## src/rtl/key_highlight_drawer.sv

```systemverilog
// Draws or erases a BOX_W x BOX_H highlight box on an on-screen keyboard key.
// Tracks the highlighted key so it can be restored before a new one is drawn.
module key_highlight_drawer #(
  parameter int          BOX_W        = 4,
  parameter int          BOX_H        = 4,
  parameter logic [2:0]  HI_COLOUR    = 3'b110,
  parameter logic [2:0]  WHITE_COLOUR = 3'b111,
  parameter logic [2:0]  BLACK_COLOUR = 3'b000
) (
  input  logic       iClock,
  input  logic       iResetn,
  input  logic       iReq,
  input  logic [3:0] iNote,
  input  logic       iNoteOn,
  output logic       oReady,
  output logic [8:0] oX,
  output logic [7:0] oY,
  output logic [2:0] oColour,
  output logic       oPlot,
  output logic       oDone
);

  localparam int XW = (BOX_W > 1) ? $clog2(BOX_W) : 1;
  localparam int YW = (BOX_H > 1) ? $clog2(BOX_H) : 1;

  typedef enum logic [1:0] {IDLE, ERASE, DRAW} state_t;

  state_t          state, state_n;
  logic            hl_valid;
  logic [3:0]      hl_note;
  logic [3:0]      req_note;
  logic            req_on;
  logic [XW-1:0]   xcnt;
  logic [YW-1:0]   ycnt;
  logic [3:0]      key;
  logic [8:0]      kx;
  logic [7:0]      ky;
  logic            kblk;
  logic            busy;
  logic            x_last;
  logic            y_last;
  logic            ph_last;
  logic            start;

  assign oReady  = (state == IDLE);
  assign busy    = (state != IDLE);
  assign x_last  = (xcnt == XW'(BOX_W - 1));
  assign y_last  = (ycnt == YW'(BOX_H - 1));
  assign ph_last = busy && x_last && y_last;
  // Erase always targets the old highlight; draw targets the latched note.
  assign key     = (state == ERASE) ? hl_note : req_note;

  always_comb begin
    {kx, ky, kblk} = '0;
    unique case (key)
      4'd0:    {kx, ky, kblk} = {9'd66,  8'd124, 1'b0};
      4'd1:    {kx, ky, kblk} = {9'd81,  8'd96,  1'b1};
      4'd2:    {kx, ky, kblk} = {9'd99,  8'd124, 1'b0};
      4'd3:    {kx, ky, kblk} = {9'd112, 8'd96,  1'b1};
      4'd4:    {kx, ky, kblk} = {9'd131, 8'd124, 1'b0};
      4'd5:    {kx, ky, kblk} = {9'd161, 8'd124, 1'b0};
      4'd6:    {kx, ky, kblk} = {9'd174, 8'd96,  1'b1};
      4'd7:    {kx, ky, kblk} = {9'd192, 8'd124, 1'b0};
      4'd8:    {kx, ky, kblk} = {9'd209, 8'd96,  1'b1};
      4'd9:    {kx, ky, kblk} = {9'd224, 8'd124, 1'b0};
      4'd10:   {kx, ky, kblk} = {9'd245, 8'd96,  1'b1};
      4'd11:   {kx, ky, kblk} = {9'd254, 8'd124, 1'b0};
      default: {kx, ky, kblk} = '0;
    endcase
  end

  always_comb begin
    state_n = state;
    start   = 1'b0;
    unique case (state)
      IDLE: begin
        if (iReq) begin
          if (iNoteOn) begin
            if (iNote < 4'd12) begin
              start   = 1'b1;
              state_n = (hl_valid && iNote != hl_note) ? ERASE : DRAW;
            end
          end else if (hl_valid && iNote == hl_note) begin
            start   = 1'b1;
            state_n = ERASE;
          end
        end
      end
      ERASE:   if (ph_last) state_n = req_on ? DRAW : IDLE;
      DRAW:    if (ph_last) state_n = IDLE;
      default: state_n = IDLE;
    endcase
  end

  always_ff @(posedge iClock) begin
    if (!iResetn) state <= IDLE;
    else          state <= state_n;
  end

  always_ff @(posedge iClock) begin
    if (!iResetn) begin
      hl_valid <= 1'b0;
      hl_note  <= '0;
      req_note <= '0;
      req_on   <= 1'b0;
      xcnt     <= '0;
      ycnt     <= '0;
      oX       <= '0;
      oY       <= '0;
      oColour  <= '0;
      oPlot    <= 1'b0;
      oDone    <= 1'b0;
    end else begin
      if (start) begin
        req_note <= iNote;
        req_on   <= iNoteOn;
      end
      if (!busy || ph_last) begin
        xcnt <= '0;
        ycnt <= '0;
      end else if (x_last) begin
        xcnt <= '0;
        ycnt <= ycnt + 1'b1;
      end else begin
        xcnt <= xcnt + 1'b1;
      end
      oPlot <= busy;
      // An erase that chains into a draw is not the end of the request.
      oDone <= ph_last && !(state == ERASE && req_on);
      if (busy) begin
        oX      <= kx + 9'(xcnt);
        oY      <= ky + 8'(ycnt);
        oColour <= (state == DRAW) ? HI_COLOUR :
                   (kblk ? BLACK_COLOUR : WHITE_COLOUR);
      end
      if (ph_last && state == DRAW) begin
        hl_valid <= 1'b1;
        hl_note  <= req_note;
      end
      if (ph_last && state == ERASE && !req_on) hl_valid <= 1'b0;
    end
  end

endmodule

```

## config.mk

```make
export PLATFORM = sky130hd
export DESIGN_NAME = key_highlight_drawer
export DESIGN_NICKNAME = d
export VERILOG_FILES = /design/src/rtl/key_highlight_drawer.sv
export SDC_FILE = /design/constraint.sdc
export NUM_CORES = 1
export LEC_CHECK = 0
export ABC_AREA = 1
export CAP_MARGIN = 10
export CORE_ASPECT_RATIO = 0.75
export CORE_MARGIN = 2
export CORE_UTILIZATION = 35
export DETAILED_ROUTE_END_ITERATION = 10
export DONT_BUFFER_PORTS = 1
export MAX_ROUTING_LAYER = met4
export SYNTH_ARGS = -nofsm -noshare
export SYNTH_HDL_FRONTEND = slang
export SYNTH_SLANG_ARGS = --single-unit
```

## constraint.sdc

```tcl
create_clock -name iClock -period 3.5 [get_ports iClock]
set_clock_uncertainty 0.1 [all_clocks]
set_input_delay 0.35 -clock iClock [delete_from_list [all_inputs] [get_ports iClock]]
set_output_delay 0.35 -clock iClock [all_outputs]
set_load 0.02 [all_outputs]
```

# Word level (Yosys, flattened, before mapping)
# Memory sizes are Yosys's and may differ from the RTL's.
# Index checks and enable logic that the tools add are counted.
[word_totals]
out_inout_bits = 23
rom_bits = 224
mem_count = 1
word_cells = 66
ff_bits = 38
in_bits = 8
[mem_list]
columns = ["memory", "words", "word_bits", "read_ports", "rd_ports_with_merged_regs", "write_ports", "line_no", "text"]
rows = [
  ["(no name shown)", 16, 14, 1, 0, 0, "55", "unique case (key)"],
]
[classes]
n_reduce_logical = 19
order_cmp = 1
add_sub_neg = 4
n_mux = 17
n_bitwise = 1
eq_ne = 11
[ops]
columns = ["cell", "count"]
rows = [
  ["2-bit 2-to-1 mux", 8],
  ["9-bit by 2-bit adder with 9-bit output", 1],
  ["1-bit logical AND", 9],
  ["8-bit by 2-bit adder with 8-bit output", 1],
  ["2-bit == test (second input constant)", 3],
  ["3-bit 2-to-1 mux", 2],
  ["2-bit inequality test (second input constant)", 3],
  ["3-bit by 2-bit inequality test with 1-bit output (second input constant)", 2],
  ["2-bit case mux with 3 select lines", 1],
  ["1-bit 2-to-1 mux", 5],
  ["5-bit AND reduction", 1],
  ["2-bit by 1-bit adder with 2-bit output (second input constant)", 2],
  ["4-bit == test", 1],
  ["4-bit < comparator (second input constant)", 1],
  ["4-bit 2-to-1 mux", 1],
  ["4-bit inequality test", 1],
  ["2-bit OR reduction", 2],
  ["1-bit logical NOT", 3],
  ["3-bit OR reduction", 1],
  ["2-bit by 1-bit == test with 1-bit output (second input constant)", 1],
  ["2-bit logical NOT", 1],
  ["2-bit nonzero test", 1],
  ["1-bit logical OR", 1],
  ["1-bit NOT", 1],
]

# Logic depth before layout (Yosys ltp)
# Gate-level depths: netlist (run 1).
[logic_depth]
word_depth = 7
mapped_depth = 18
ltp_nobuf = 17

# Worst setup path after synthesis (run 1)
# No wires, ideal clock.
[synth_timing]
path_type = "register -> register"
startpoint = "register state[0]"
endpoint = "register oX[6]"
setup_slack_ns = 1.000
setup_ns = 0.114
period_less_slack_ns = 2.500
path_stages_with_launch = 15
arrival_time_ns = 2.287
required_ns = 3.286
path_buffers = 1
path_cell_list = "dfxtp_1 -> buf_6 -> nand3_1 -> nand2_4 -> inv_4 -> o21ai_0 -> inv_1 -> a31oi_1 -> ha_1 -> inv_1 -> fa_1 -> nor3_4 -> nand3_2 -> nand3_1 -> nand2_1"
[synth_via]
elab_chain_cells = 4
elab_cells_between_ends = 5
classes_between = "1 x add/sub; 1 x eq/ne; 1 x mux; 1 x reduce/logical; 1 x memory"
[synth_rtl]
columns = ["element", "line_no", "text"]
rows = [
  ["start, declared", "28", "state_t state, state_n;"],
  ["start signal, assigned", "97", "else state <= state_n;"],
  ["2-bit by 1-bit == test with 1-bit output", "51", "assign key = (state == ERASE) ? hl_note : req_note;"],
  ["4-bit 2-to-1 mux", "51", ""],
  ["memory 16 x 14 bit", "n/a", ""],
  ["9-bit by 2-bit adder with 9-bit output", "131", "oX <= kx + 9'(xcnt);"],
  ["end signal, assigned", "131", ""],
  ["end, declared", "16", "output logic [8:0] oX,"],
]
# Parallel ways exist; a longest one is shown, timed or not.
# A chain may end at the register's enable or synchronous reset.

# Final worst setup path (run 1)
# Ends and elaborated chain as after synthesis.

==> results of run 1 <==
## cell usage after synthesis (all sizes together)
master,count
inv,27
nor3b,1
nand3b,1
o21ai,21
nor2,26
a31oi,2
a211oi,1
ha,9
nand2,60
nor3,6
nand3,19
dfxtp,33
conb,1
nand4,2
fa,1
buf,6
a22o,2
xnor2,6
o21bai,1
clkbuf,2
a21oi,14
## through the flow
stage                     setup WS [ns]   util  std cells
after floorplan                    1.00      -        241
after global placement            0.708  0.368        293
after detailed placement          0.642  0.368        293
after CTS                         0.628  0.391        301
after global routing              0.336  0.391        301
final                             0.607  0.391        301
## how the worst max path moves through the flow
stage / to / slack, ns
after global routing: oX[6]$_SDFFE_PN0P_ / 0.34
after floorplan: oX[6]$_SDFFE_PN0P_ / 1.0
after detailed placement: oX[6]$_SDFFE_PN0P_ / 0.64
after CTS: oX[6]$_SDFFE_PN0P_ / 0.63
final: oX[6]$_SDFFE_PN0P_ / 0.61
after global placement: oX[6]$_SDFFE_PN0P_ / 0.71
## registers in the layout, summed over array words and instances, names as in the netlist
| signal | flops |
|---|---|
| hl_note | 4 |
| hl_valid | 1 |
| oColour | 2 |
| oDone | 1 |
| oPlot | 1 |
| oX | 9 |
| oY | 4 |
| req_note | 4 |
| req_on | 1 |
| state | 2 |
| xcnt | 2 |
| ycnt | 2 |
## kinds of logic after synthesis
kind of cell	count (synthesis)	share of synthesized area
other	1	0.00209
adders and majority gates	10	0.0740
buffers and inverters	35	0.0893
DFF	33	0.368
xor gates and xnor gates	6	0.0293
AOI/OAI and AO/OA	41	0.133
and+or+nand+nor	115	0.304
## metal layers
metal,part of all wire,up-vias
met3,0.058,7
met1,0.52,679
met5,0,-
met2,0.41,32
met4,0.012,0
li1,-,779
## final cells by class
class / count / area (um2)
clock buffer: 7 / 86.3
sequential: 33 / 661
tap: 60 / 75.1
clock inverter: 1 / 30.0
fill: 502 / 3000
inverter: 27 / 104
multi-input combinational: 173 / 972
## worst reg2reg max path, stage by stage (launching register included)
cell     delay, ns
dfxtp_1       0.59
nand3_1       0.22
nand2_4       0.17
inv_4         0.07
o21ai_0       0.22
inv_1         0.06
a31oi_1       0.16
ha_1          0.20
inv_1         0.05
fa_1          0.43
nor3_4        0.26
nand3_2       0.11
nand3_1       0.08
nand2_1       0.05
## power by group through the flow
| stage | sequential (mW) | clock (mW) | combinational [mW] |
|---|---|---|---|
| floorplan | 0.436 | 0 | 0.142 |
| global placement | 0.451 | 0 | 0.149 |
| detailed placement | 0.450 | 0 | 0.150 |
| CTS | 0.442 | 0.378 | 0.152 |
| global route | 0.445 | 0.396 | 0.174 |
| finish | 0.442 | 0.368 | 0.152 |
## cell usage in the layout, fill, tap and decap left out, drive strengths merged, types with 2 or more instances in the layout
cell	count
nand4	2
nor3	6
a21oi	14
inv	27
a22o	2
clkbuf	7
o21ai	21
ha	9
xnor2	6
nor2	26
a31oi	2
nand2	60
nand3	19
dfxtp	33
==> impl_metrics.toml, run 1 <==
[power_and_ir_drop]
p_sw_mw = 0.284
combPwrFrac = 0.158
clkPwrFrac = 0.383
p_seq_frac = 0.459
peakVddDrop_v = 0.000162
leakage_nw = 0.810
power_mw = 0.961
p_sw_frac = 0.295
intPower_mw = 0.678
power.density_nw_per_um2 = 499

[critical_path]
required_ns = 3.58
worstSetupPathType = "flop to flop"
crit_cells = 13
cp-start-kind = "flop"
startpoint = "state[0]$_SDFFE_PN0P_"
cp.arrival_ns = 2.97
worst_setup_path_end_kind = "flop"
cp_top_family = "simple AND/OR/NAND/NOR gates"
worst_r2r_endpoint = "oX[6]$_SDFFE_PN0P_"
slowest_delay_ns = 0.59
r2r_cells = 13
timing.rr.start = "state[0]$_SDFFE_PN0P_"
cp_max_fo = 11
cp_num_buf_inv = 3
slowest_stage = "dfxtp_1"
crit_chain = "nand3_1 -> nand2_4 -> inv_4 -> o21ai_0 -> inv_1 -> a31oi_1 -> ha_1 -> inv_1 -> fa_1 -> nor3_4 -> nand3_2 -> nand3_1 -> nand2_1"
rrSetupSlack_ns = 0.61

[synth]
yosysSeqAreaShare = 0.368
synth.distinct_cells = 32
synth_top_cell_area_share = 0.368
synth_area_um2 = 1790
synth_cells = 241
synth_nets = 259
synth_seq_cells = 33
synth_area_per_cell_um2 = 7.44
synth.largest_area_cell = "dfxtp_1"
ys_warn_count = 0
synthTopCellsByArea = "dfxtp_1, nand2_1, ha_1"

[grt]
antenna_found_initial = 0
grtUsageMet1 = 0.217
grt_pass1_wl_mm = 6.97
grt.total_usage = 0.159
busiest_layer = "met2"
grt_max_degree = 16
grt_pass1_vias = 1464
grt_overflow_total = 0
grt_use_met3 = 0.0524
grtUsageMet2 = 0.227

[flow_run]
maxCapViolCount = 0

[clock_network]
clockBufferDepth = 2
postCtsSetupBuffers = 0
ctsResizeCount = 0
cts-root-buf = "clkbuf_8"
cts_made_buffers = 5
htree_levels = 2
clk_pin_slew_ns = 0.07
tritoncts = "built"
hold_buffers = 0
clk_latency_ns = 0.28
clkSinkCount = 33

[sta]
setup_tns_ns = 0
timing.final.crit_share = 0.827
fin_crit_ns = 2.89
hold_violations = 0
final-setup-viol-count = 0
fmax_mhz = 346
tightest_slew_ns = 0.647
holdWs_ns = 0.0902
rsz0062_at_grt = "false"
slew_headroom = 0.568
drv_slew = 0

[detailed_routing]
first_iter_violations = 70
vias = 1497
wl_mm = 4.07
drtAntennaViolNets = 0
drc = 0
post_drt_via_cell_ratio = 4.97
wl_per_cell_um = 13.5
dr.pass1.iters = 4

[finish]
fin_area_um2 = 1930
antenna_cells = 0
syn2layout_area_growth_pct = 7.54
final_nets = 258
drive_above_1_share = 0.137

[placed_design]
placed_area_um2 = 1810
dp_hpwl_mm = 3.04
place.gp.congestion = 0.829
portBuffers = 0

[min_path]
hp-start = "iResetn"
hold_path.class = "input port to flop"
whs_path_depth = 2
holdPathEnd = "oDone$_SDFF_PN0_"

[floorplanning]
die_h_um = 66.0
ios = 31
initial_core_util = 0.364
die-area_um2 = 5720
core-area_um2 = 4930
dieWidth_um = 86.6
num_rows = 22

[run_status]
status = "finished, final reports clean"
No activity file was read; power rests on OpenSTA's default activity.
==> inputs of run 2 (changes only) <==
clock period = 2.85 ns   (was 3.5 ns; I/O delays follow)
==> run 2 against run 1 <==
  * Worst setup slack got worse by 0.40 ns
  * Sequential power increased by 22%
  * Worst hold slack got worse by 0.073 ns
  * Register-to-register slack got worse by 0.40 ns
  * Die area unchanged
  * Critical path depth increased by 1
  * Largest cell class unchanged
  * Critical path type unchanged
  * Global-route usage increased by 0.35 points
  * Count of clock-buffer cells in the layout decreased by 2
  * Via count decreased by 0.27%
  * Utilization increased by 0.25 points
==> impl_metrics.toml, run 2 (synthesized netlist as in run 1, its figures left out) <==
[detailed_routing]
wl_per_cell_um = 13.4
drtAntennaViolNets = 0
drc = 0
wl_mm = 4.08
vias = 1493
post_drt_via_cell_ratio = 4.90
first_iter_violations = 39
dr.pass1.iters = 4

[placed_design]
placed_area_um2 = 1830
dp_hpwl_mm = 3.08
portBuffers = 0
place_ws_ns = 0.0261
place.gp.congestion = 0.856

[power_and_ir_drop]
power_mw = 1.09
leakage_nw = 0.813
power.density_nw_per_um2 = 561
peakVddDrop_v = 0.000195

[critical_path]
startpoint = "state[1]$_SDFFE_PN0P_"
worst_setup_path_end_kind = "flop"
cp.arrival_ns = 2.73
required_ns = 2.94
cp_max_fo = 8
timing.rr.start = "state[1]$_SDFFE_PN0P_"
cp-start-kind = "flop"
worstSetupPathType = "flop to flop"

[sta]
rsz0062_at_grt = "false"
tightest_slew_ns = 0.636
drv_slew = 0
holdWs_ns = 0.0171
final-setup-viol-count = 0
slew_headroom = 0.575
fin_crit_ns = 2.65
fmax_mhz = 378
setup_tns_ns = 0
setup_slack_ns = 0.204
timing.final.crit_share = 0.928
hold_violations = 0

[floorplanning]
die_h_um = 66.0
die-area_um2 = 5720
num_rows = 22
ios = 31
initial_core_util = 0.364
core-area_um2 = 4930
dieWidth_um = 86.6

[flow_run]
maxCapViolCount = 0

[grt]
grtUsageMet2 = 0.225
grt.total_usage = 0.163
antenna_found_initial = 0
busiest_layer = "met2"
grt_pass1_vias = 1420
grt_overflow_total = 0
grt_use_met3 = 0.0474
grtUsageMet1 = 0.223
grt_max_degree = 16
grt_pass1_wl_mm = 6.96

[min_path]
hp-start = "iResetn"
hold_path.class = "input port to flop"

[finish]
layout_commonest_cell = "nand2_1"
final_nets = 262
top_register = "oX"
fin_area_um2 = 1940
antenna_cells = 0
syn2layout_area_growth_pct = 8.23
layout_common_cells = "nand2_1, dfxtp_1, nor2_1"
fillCellCount = 506
drive_above_1_share = 0.171
largest_reg_flops = 9

[clock_network]
htree_levels = 2
clk_pin_slew_ns = 0.07
clockBufferDepth = 2
hold_buffers = 0
clkSinkCount = 33
cts-root-buf = "clkbuf_8"
clk_latency_ns = 0.29
tritoncts = "built"
cts_made_buffers = 5

[run_status]
status = "finished, final reports clean"
==> run 2: metal layers <==
layer	part of all wire	up-vias
met4	0.0074	0
met1	0.53	686
met2	0.41	26
li1	-	777
met3	0.051	4
met5	0	-
==> run 2: cell type report <==
| class | count | area (um2) | area share |
|---|---|---|---|
| clock buffer | 5 | 68.8 | 0.0355 |
| clock inverter | 3 | 17.5 | 0.00903 |
| inverter | 27 | 104 | 0.0535 |
| multi-input combinational | 173 | 983 | 0.507 |
| sequential | 33 | 662 | 0.341 |
| timing repair buffer | 4 | 30.0 | 0.0155 |
| tap | 60 | 75.1 | 0.0387 |
==> run 2: worst paths after layout <==
check | end | slack, ns | cells after the start
max reg2reg | oX[6]$_SDFFE_PN0P_ | 0.20 | 14
min | oDone$_SDFF_PN0_ | 0.02 | 2
max | oX[6]$_SDFFE_PN0P_ | 0.20 | 14
min reg2reg | hl_valid$_SDFFE_PP0P_ | 0.39 | 2
==> run 2: per-stage QoR <==
step / utilization / std cells
floorplan: - / 241
global placement: 0.372 / 296
detailed placement: 0.372 / 296
CTS: 0.390 / 304
global route: 0.394 / 305
finish: 0.394 / 305
==> run 2: repair_timing <==
action,in CTS,in global routing
gates resized for setup,0,4
setup buffers,0,1
endpoints found under the setup margin,0,4
==> run 2: where the power goes <==
part           switching [mW]  internal, mW  leakage [nW]
combinational           0.130        0.0686         0.500
clock                   0.180         0.168        0.0439
sequential             0.0535         0.488         0.269
==> run 2: worst max-delay path, stage by stage (launching register included) <==
cell and delay [ns]:
dfxtp_1 0.37, inv_2 0.15, nand2_4 0.11, nand2_1 0.09
nand2_2 0.10, ha_1 0.32, nand2_1 0.07, a31oi_2 0.18
ha_2 0.20, inv_1 0.05, fa_2 0.36, nor3_4 0.18
nand3_2 0.11, nand3_1 0.09, nand2_1 0.05
==> inputs of run 3 (changes only) <==
CTS_CLUSTER_DIAMETER = 100   (was unset)
==> results of run 3 <==
No change in the layout: final DEF, timing and power equal those of run 2.
